===== src/rtl/rs75_encoder.sv =====
`timescale 1ns/1ps
// Symbol-serial systematic RS(7,5) encoder over GF(2^3): one-cycle registered latency from input to output.
// Output register stalls when out_valid && !out_ready; in_ready drops during stalls and while parity is emitted.

`ifndef N
`define N 7
`endif
`ifndef SYMBOL_WIDTH
`define SYMBOL_WIDTH 3
`endif

module rs75_encoder (
    input  logic                               clk,
    input  logic                               rst,
    input  logic                               in_valid,
    output logic                               in_ready,
    input  logic [`SYMBOL_WIDTH-1:0]           in_data,
    output logic                               out_valid,
    input  logic                               out_ready,
    output logic [`SYMBOL_WIDTH-1:0]           out_data,
    output logic                               out_last,
    output logic                               cw_valid,
    output logic [`N*`SYMBOL_WIDTH-1:0]        cw
);

    localparam int SW = `SYMBOL_WIDTH;
    localparam int K  = 5;
    localparam int CW = `N * `SYMBOL_WIDTH;

    typedef enum logic [1:0] {
        ST_MSG  = 2'd0,
        ST_PAR1 = 2'd1,
        ST_PAR0 = 2'd2
    } state_t;

    // Constant multiply in GF(8), reduction by x^3 + x + 1.
    function automatic logic [SW-1:0] gf_mul(input logic [SW-1:0] a, input logic [SW-1:0] b);
        logic [SW-1:0] p;
        logic [SW-1:0] x;
        p = '0;
        x = a;
        for (int i = 0; i < SW; i++) begin
            if (b[i]) p = p ^ x;
            x = {x[SW-2:0], 1'b0} ^ (x[SW-1] ? 3'b011 : 3'b000);
        end
        return p;
    endfunction

    function automatic logic [SW-1:0] gf_add(input logic [SW-1:0] a, input logic [SW-1:0] b);
        return a ^ b;
    endfunction

    state_t              r_state;
    logic [2:0]          r_cnt;
    logic [SW-1:0]       r_r1;
    logic [SW-1:0]       r_r0;
    logic [K*SW-1:0]     r_shadow;
    logic [SW-1:0]       r_out_data;
    logic                r_out_valid;
    logic                r_out_last;
    logic                r_cw_valid;
    logic [CW-1:0]       r_cw;

    logic                w_adv;
    logic                w_in_ready;
    logic                w_accept;
    logic [SW-1:0]       w_fb;
    logic [SW-1:0]       w_r1_nxt;
    logic [SW-1:0]       w_r0_nxt;

    assign w_adv      = !r_out_valid || out_ready;
    assign w_in_ready = (r_state == ST_MSG) && w_adv;
    assign w_accept   = in_valid && w_in_ready;

    // Division by g(x) = x^2 + 6x + 3, remainder held in r1:r0.
    assign w_fb       = gf_add(in_data, r_r1);
    assign w_r1_nxt   = gf_add(r_r0, gf_mul(w_fb, 3'd6));
    assign w_r0_nxt   = gf_mul(w_fb, 3'd3);

    always_ff @(posedge clk) begin
        if (rst) begin
            r_state     <= ST_MSG;
            r_cnt       <= '0;
            r_r1        <= '0;
            r_r0        <= '0;
            r_shadow    <= '0;
            r_out_data  <= '0;
            r_out_valid <= 1'b0;
            r_out_last  <= 1'b0;
            r_cw_valid  <= 1'b0;
            r_cw        <= '0;
        end else begin
            r_cw_valid <= 1'b0;
            case (r_state)
                ST_MSG: begin
                    if (w_accept) begin
                        r_out_data  <= in_data;
                        r_out_valid <= 1'b1;
                        r_out_last  <= 1'b0;
                        r_r1        <= w_r1_nxt;
                        r_r0        <= w_r0_nxt;
                        r_shadow    <= {r_shadow[(K-1)*SW-1:0], in_data};
                        if (r_cnt == 3'd4) begin
                            r_cnt   <= '0;
                            r_state <= ST_PAR1;
                        end else begin
                            r_cnt   <= r_cnt + 3'd1;
                        end
                    end else if (r_out_valid && out_ready) begin
                        r_out_valid <= 1'b0;
                        r_out_last  <= 1'b0;
                    end
                end
                ST_PAR1: begin
                    if (w_adv) begin
                        r_out_data  <= r_r1;
                        r_out_valid <= 1'b1;
                        r_out_last  <= 1'b0;
                        r_state     <= ST_PAR0;
                    end
                end
                ST_PAR0: begin
                    if (w_adv) begin
                        r_out_data  <= r_r0;
                        r_out_valid <= 1'b1;
                        r_out_last  <= 1'b1;
                        r_cw        <= {r_shadow, r_r1, r_r0};
                        r_cw_valid  <= 1'b1;
                        r_r1        <= '0;
                        r_r0        <= '0;
                        r_shadow    <= '0;
                        r_state     <= ST_MSG;
                    end
                end
                default: begin
                    r_state <= ST_MSG;
                    r_cnt   <= '0;
                end
            endcase
        end
    end

    assign in_ready  = w_in_ready;
    assign out_valid = r_out_valid;
    assign out_data  = r_out_data;
    assign out_last  = r_out_last;
    assign cw_valid  = r_cw_valid;
    assign cw        = r_cw;

endmodule


===== config.mk =====
export PLATFORM = sky130hd
export DESIGN_NAME = rs75_encoder
export DESIGN_NICKNAME = d
export VERILOG_FILES = /design/src/rtl/rs75_encoder.sv
export SDC_FILE = /design/constraint.sdc
export NUM_CORES = 1
export LEC_CHECK = 0
export ABC_AREA = 0
export CAP_MARGIN = 40
export CORE_ASPECT_RATIO = 1.75
export CORE_MARGIN = 2
export CORE_UTILIZATION = 57
export DETAILED_ROUTE_END_ITERATION = 8
export GPL_TIMING_DRIVEN = 0
export HOLD_SLACK_MARGIN = 0.05
export PLACE_DENSITY = 0.84
export SYNTH_ARGS = -nofsm -noshare
export SYNTH_HDL_FRONTEND = slang
export SYNTH_SLANG_ARGS = --single-unit

===== constraint.sdc =====
create_clock -name clk -period 3.7 [get_ports clk]
set_clock_uncertainty 0.1 [all_clocks]
set_input_delay 0.37 -clock clk [delete_from_list [all_inputs] [get_ports clk]]
set_output_delay 0.37 -clock clk [all_outputs]
set_load 0.005 [all_outputs]

==> results of run 1 <==
==> where the power goes <==
group	internal (uW)	switching (uW)
registers	604	44.7
clock network	220	189
logic	120	114
total	944	347
==> synth_stat cells <==
library cell / n
a21bo_2: 1
a21boi_0: 2
a21boi_2: 1
a21o_1: 1
a21oi_1: 31
a22o_1: 4
a22oi_1: 19
a2bb2oi_1: 1
a31oi_1: 2
and2_1: 2
buf_1: 2
buf_2: 4
buf_4: 2
clkbuf_1: 8
dfxtp_1: 53
ha_1: 8
inv_1: 6
mux2_2: 1
nand2_1: 50
nand2b_1: 1
nand3_1: 2
nor2_1: 23
nor2b_1: 1
nor3_1: 2
nor3_2: 1
nor3b_1: 1
o2111ai_1: 3
o211ai_1: 1
o21a_1: 1
o21ai_0: 11
o21ba_2: 2
or2_2: 1
or3_1: 1
or4_1: 1
xnor2_1: 6
xnor3_1: 1
xor2_1: 2
xor2_2: 1
==> per-layer routing <==
metal	GRT usage, %	up-vias
li1	-	972
met1	26.2	890
met2	44.8	56
met3	4.30	14
met4	10.5	0
met5	0	-
==> worst max-delay path: stages, from the launching register on <==
cell             delay, ns
dfxtp_1               0.35
inv_1                 0.13
ha_1                  0.15
buf_2                 0.17
and2_1                0.17
clkdlybuf4s50_1       0.50
==> state kept, by name, indices dropped and copies added, names as in the netlist, 2 cells and up <==
| name | cells |
|---|---|
| cw | 21 |
| out_data | 3 |
| r_cnt | 3 |
| r_r0 | 3 |
| r_r1 | 3 |
| r_shadow | 15 |
| r_state | 2 |
==> stage by stage <==
step,total power [uW],cells,cell area [um^2],utilization (%),setup WS (ns)
6_report,1290,349,2760,72.0,1.46
4_1_cts,1290,349,2760,72.0,1.46
2_1_floorplan,827,260,2250,-,1.83
5_1_grt,1340,349,2760,72.0,1.37
3_3_place_gp,877,341,2640,68.9,1.48
3_5_place_dp,885,341,2640,68.9,1.49
==> path summary, 6_finish.rpt <==
check	startpoint	to	slack, ns	depth (start not counted)
min reg2reg	cw[18]	cw[18]	0.36	2
min	cw[18]	cw[18]	0.36	2
max reg2reg	r_state[0]	out_last	1.59	7
max	r_state[1]	in_ready	1.46	5
==> logic make-up after synthesis <==
| group | Yosys count |
|---|---|
| xor+xnor | 10 |
| simple gates | 86 |
| fa+ha+maj | 8 |
| buf+inv | 22 |
| compound gates | 80 |
| flops | 53 |
| mux | 1 |
==> cells in the final DEF (no fill, tap or decap), types with 2 or more instances in the layout <==
master	synthesis	layout
a21oi_1	31	31
buf_1	2	2
o21ai_0	11	11
clkbuf_8	0	6
buf_2	4	4
a31oi_1	2	2
buf_4	2	2
clkbuf_1	8	8
xor2_1	2	2
a21boi_0	2	2
o2111ai_1	3	3
nor3_1	2	2
ha_1	8	8
nand2_1	50	50
nand3_1	2	2
and2_1	2	2
nor2_1	23	23
clkdlybuf4s50_1	0	33
o21ba_2	2	2
xnor2_1	6	6
dfxtp_1	53	53
a22o_1	4	4
inv_1	6	6
a22oi_1	19	19
==> cell type report <==
type                       instances  area share (%)
sequential                        53            38.5
timing repair buffer              33            12.0
clock inverter                     2            1.36
inverter                           6           0.817
multi-input combinational        185            39.6
buffer                            16            2.63
tap                               48            2.18
clock buffer                       6            2.99
==> out/results.txt, run 1 <==
Outcome: finished, final reports clean
Core area: 3830 um^2
Tot GR Track Use: 24.3%
Leak: 0.000982 uW
Post-DP HPWL: 3560 um
Filler cell count: 330
Vias in the first global route: 1816
Post-CTS setup buffers: 0
XOR/XNOR share of the synthesized area: 4.84%
Setup-failing EPs final: 0
Largest family of logic cells by synthesized area: compound AO/OA/AOI/OAI gates
Syn Std Cell Area: 2250 um^2
Ant diodes: 0
Initial Util: 58.7%
Hold Buf Count CTS: 0
Die width: 51.5 um
M1 wire length: 1980 um
CTS sink count: 53
#FFs+latches synth: 53
Syn avg cell area: 8.64 um^2
Uppermost layer routed: met4
Critical path type: flip-flop to primary output
Cts repair resizes: 0
Share of cells above drive strength 1: 7.31%
Hold Fails Final Rpt: 0
# IOs: 35
Die footprint: 4480 um^2
Final period util: 60.6%
Critical path endpoint category: primary output
Vias per cell: 5.54
P&R area growth vs syn: 22.7%
Rows: 30
Critical path arrival: 1.77 ns
Grt total ovfl: 0
Synth Area in Compound Gates: 22.9%
Aggregate routed wire length: 5070 um
Detailed-route wire length per cell: 14.5 um
Post-synthesis net count: 275
Hold slack: 0.359 ns
Yosys top cell by area: dfxtp_1
Worst hold path type: flip-flop to flip-flop
Post-synth top area share: 47.2%
Simple-Gate Fraction of Synth Area: 15.9%
Clock Tree Buf Depth: 2
Max-slew headroom: 59.6%
Starting DRC count in detailed routing: 61
Metal2 WL: 2760 um
Initial antenna violation count: 0
YS warnings: 0
Max FO, Critical Path: 10
GPL Wtd Cong: 0.883
Worst skew pair latency: 0.30 ns
Pwr/cell area: 468 nW/um^2
Max-Cap Viols: 0
Pin count of the biggest net entering global routing: 17
Clock transition at path regs: 0.09 ns
Worst slew pin tran: 0.600 ns
Setup TNS: 0 ns
CP Launch Type: flip-flop
Synth Instances: 260
Nets: 315
FMAX: 446 MHz
Htree depth: 2
Seq. cell area: 1060 um^2
Die Y: 87.1 um
Vias: 1932
Top post-synthesis cells by area: dfxtp_1 (47%), nand2_1 (8.4%), a21oi_1 (6.9%), a22oi_1 (6.3%), ha_1 (4.5%)
Yosys cell types: 38
Slew Limit Fails: 0
RSZ-0062 raised after global routing: false
Critical Path RT: 3.23 ns
Met3 WL: 182 um
Crit path time final: 2.24 ns
First-pass GRT wire length: 8130 um
Port bufs: 33
Mux contribution to synthesized area: 0.501%
Post-Synth Adder-Cell Area: 4.45%
Clock root cell: clkbuf_8
Post-route DRC: 0
First-pass iteration count of the detailed router: 6
Worst VDD drop: 0.000465 V
CTS buffer count: 5
CTS tree: yes
Seq/Total Area, Yosys: 47.2%
Multi-input gate area in the final layout: 1090 um^2
ANT nets after route: 0
Note: power is estimated with default switching activity, not from simulation.
==> inputs of run 2 (changes only) <==
--- a/config.mk
+++ b/config.mk
@@ -9,11 +9,11 @@
 export CAP_MARGIN = 40
 export CORE_ASPECT_RATIO = 1.75
 export CORE_MARGIN = 2
-export CORE_UTILIZATION = 57
+export CORE_UTILIZATION = 53
 export DETAILED_ROUTE_END_ITERATION = 8
 export GPL_TIMING_DRIVEN = 0
 export HOLD_SLACK_MARGIN = 0.05
-export PLACE_DENSITY = 0.84
+export PLACE_DENSITY = 0.79
 export SYNTH_ARGS = -nofsm -noshare
 export SYNTH_HDL_FRONTEND = slang
 export SYNTH_SLANG_ARGS = --single-unit
==> constraint.sdc (replaced) <==
create_clock -name clk -period 2.18 [get_ports clk]
set_clock_uncertainty 0.1 [all_clocks]
set_input_delay 0.218 -clock clk [delete_from_list [all_inputs] [get_ports clk]]
set_output_delay 0.218 -clock clk [all_outputs]
set_load 0.005 [all_outputs]
==> run 2 against run 1 <==
Net effect:
- via count grew 1.2%
- worst setup slack lost 1.4 ns
- total power grew 68%
- hold slack lost 0.073 ns
- final cell count grew 0.29%
- flip-flop and latch count is the same
- critical endpoint unchanged
==> out/results.txt, run 2 (same netlist as run 1, synthesis figures left out) <==
Vias in the first global route: 1845
Outcome: finished, final reports clean
Grt total ovfl: 0
NetSw: 568 uW
Post-route DRC: 0
Nets: 315
# IOs: 35
Min-Delay Path Depth: 3
Initial antenna violation count: 0
Hold slack: 0.286 ns
Final Instance Area: 2760 um^2
R2R Setup Slk: 0.13 ns
Tot GR Track Use: 22.5%
CP max stage delay: 0.44 ns
Worst VDD drop: 0.000584 V
Setup-failing EPs final: 0
Initial Util: 54.7%
Die Y: 90.1 um
Clock transition at path regs: 0.09 ns
P&R area growth vs syn: 22.9%
RSZ-0062 raised after global routing: false
Critical path cell sequence: inv_1, ha_1, buf_2, and2_1, clkdlybuf4s50_1
Hold Crit Start: rst
Hold Fails Final Rpt: 0
DP Area: 2640 um^2
Final period util: 95.5%
CTS buffer count: 5
Htree depth: 2
Leading cell types in the layout, fill and taps excluded: dfxtp_1 (53), nand2_1 (50), clkdlybuf4s50_1 (33), a21oi_1 (30), nor2_1 (23)
Setup TNS: 0 ns
Vias: 1955
CP Launch Type: flip-flop
Commonest non-fill, non-tap cell in the layout: dfxtp_1
Worst hold path type: input port to flip-flop
First-pass iteration count of the detailed router: 4
Max FO, Critical Path: 10
CTS sink count: 53
Sw frac: 26.2%
Worst Hold End: r_r1[1]
Pwr/cell area: 786 nW/um^2
Vias per cell: 5.59
Gate power share: 17.9%
Rows: 31
Final Core Density: 67.2%
Worst Path Buf+Inv: 3
Reg2reg path depth: 8
Starting DRC count in detailed routing: 54
Crit path time final: 2.08 ns
Share of cells above drive strength 1: 7.64%
Leak: 0.000983 uW
FMAX: 480 MHz
Die width: 53.2 um
Detailed-route wire length per cell: 14.2 um
Clock root cell: clkbuf_8
Critical Path RT: 1.86 ns
Filler cell count: 371
First-pass GRT wire length: 8160 um
Ant diodes: 0
Die footprint: 4800 um^2
Max-Cap Viols: 0
Max-slew headroom: 61.4%
ANT nets after route: 0
Worst skew pair latency: 0.30 ns
Clock power share: 31.5%
Port bufs: 33
Clock Tree Buf Depth: 2
Critical path's slowest cell: clkdlybuf4s50_1
CTS tree: yes
Reg-to-Reg Start: r_state[0]
Critical path endpoint category: primary output
Critical path type: flip-flop to primary output
Slew Limit Fails: 0
Worst slew pin tran: 0.573 ns
CP delay by family, top: buffers and inverters
Final Total Pwr: 2170 uW
Aggregate routed wire length: 4980 um
Sequential Power Share: 50.7%
Pint: 1600 uW
Max reg flops: 21
R2R Path End: r_shadow[7]
Post-CTS setup buffers: 0
Post-DP HPWL: 3640 um
Pin count of the biggest net entering global routing: 17
GPL Wtd Cong: 0.917
Core area: 4110 um^2
Critical path arrival: 1.76 ns
-- run 2: area by class of cell --
class	instances	area, um^2	share of cell area [%]
Multi-Input combinational cell	185	1090	39.6
Buffer	16	72.6	2.63
Clock inverter	2	37.5	1.36
Inverter	6	22.5	0.815
Clock buffer	6	82.6	2.99
Sequential cell	53	1060	38.4
Timing Repair Buffer	33	330	12.0
Tap cell	49	61.3	2.22
-- run 2: worst max path at each step --
stage	start	end	slack (ns)	cells after the start
3_3_place_gp	r_state[0]	out_last	0.12	7
2_1_floorplan	r_state[0]	out_last	0.31	7
6_report	r_state[0]	in_ready	0.1	5
4_1_cts	r_state[0]	out_last	0.06	7
5_1_grt	r_state[0]	in_ready	0.002	5
3_5_place_dp	r_state[0]	out_last	0.07	7
-- run 2: what timing repair did --
action	4_1_cts	5_1_grt
hold buffers	0	0
setup endpoints to repair	0	1
gates resized for setup	0	1
-- run 2: tightest hold or removal path, delay by kind of cell --
family / cells / cell delay, ns
AO/OA/AOI/OAI: 1 / 0.18
buffers and inverters: 1 / 0.13
AND/OR/NAND/NOR: 1 / 0.11
-- run 2: through the flow --
step           setup slack [ns]  std cells
6_report                 0.0977        350
3_3_place_gp              0.115        342
3_5_place_dp             0.0693        342
2_1_floorplan             0.312        260
5_1_grt                 0.00217        350
4_1_cts                  0.0567        350
-- run 2: metal layers --
metal | track usage, % | vias to the layer above | part of all wire (%)
li1 | - | 973 | -
met1 | 23.8 | 927 | 39
met2 | 41.5 | 47 | 56
met3 | 3.99 | 8 | 3.1
met4 | 7.91 | 0 | 1.6
met5 | 0 | - | 0
-- run 2: power groups by stage --
stage | registers [uW] | logic [uW] | clock network [uW]
global placement | 1120 | 377 | 0
CTS | 1100 | 390 | 697
global route | 1110 | 424 | 736
floorplan | 1100 | 306 | 0
finish | 1100 | 388 | 683
detailed placement | 1120 | 384 | 0
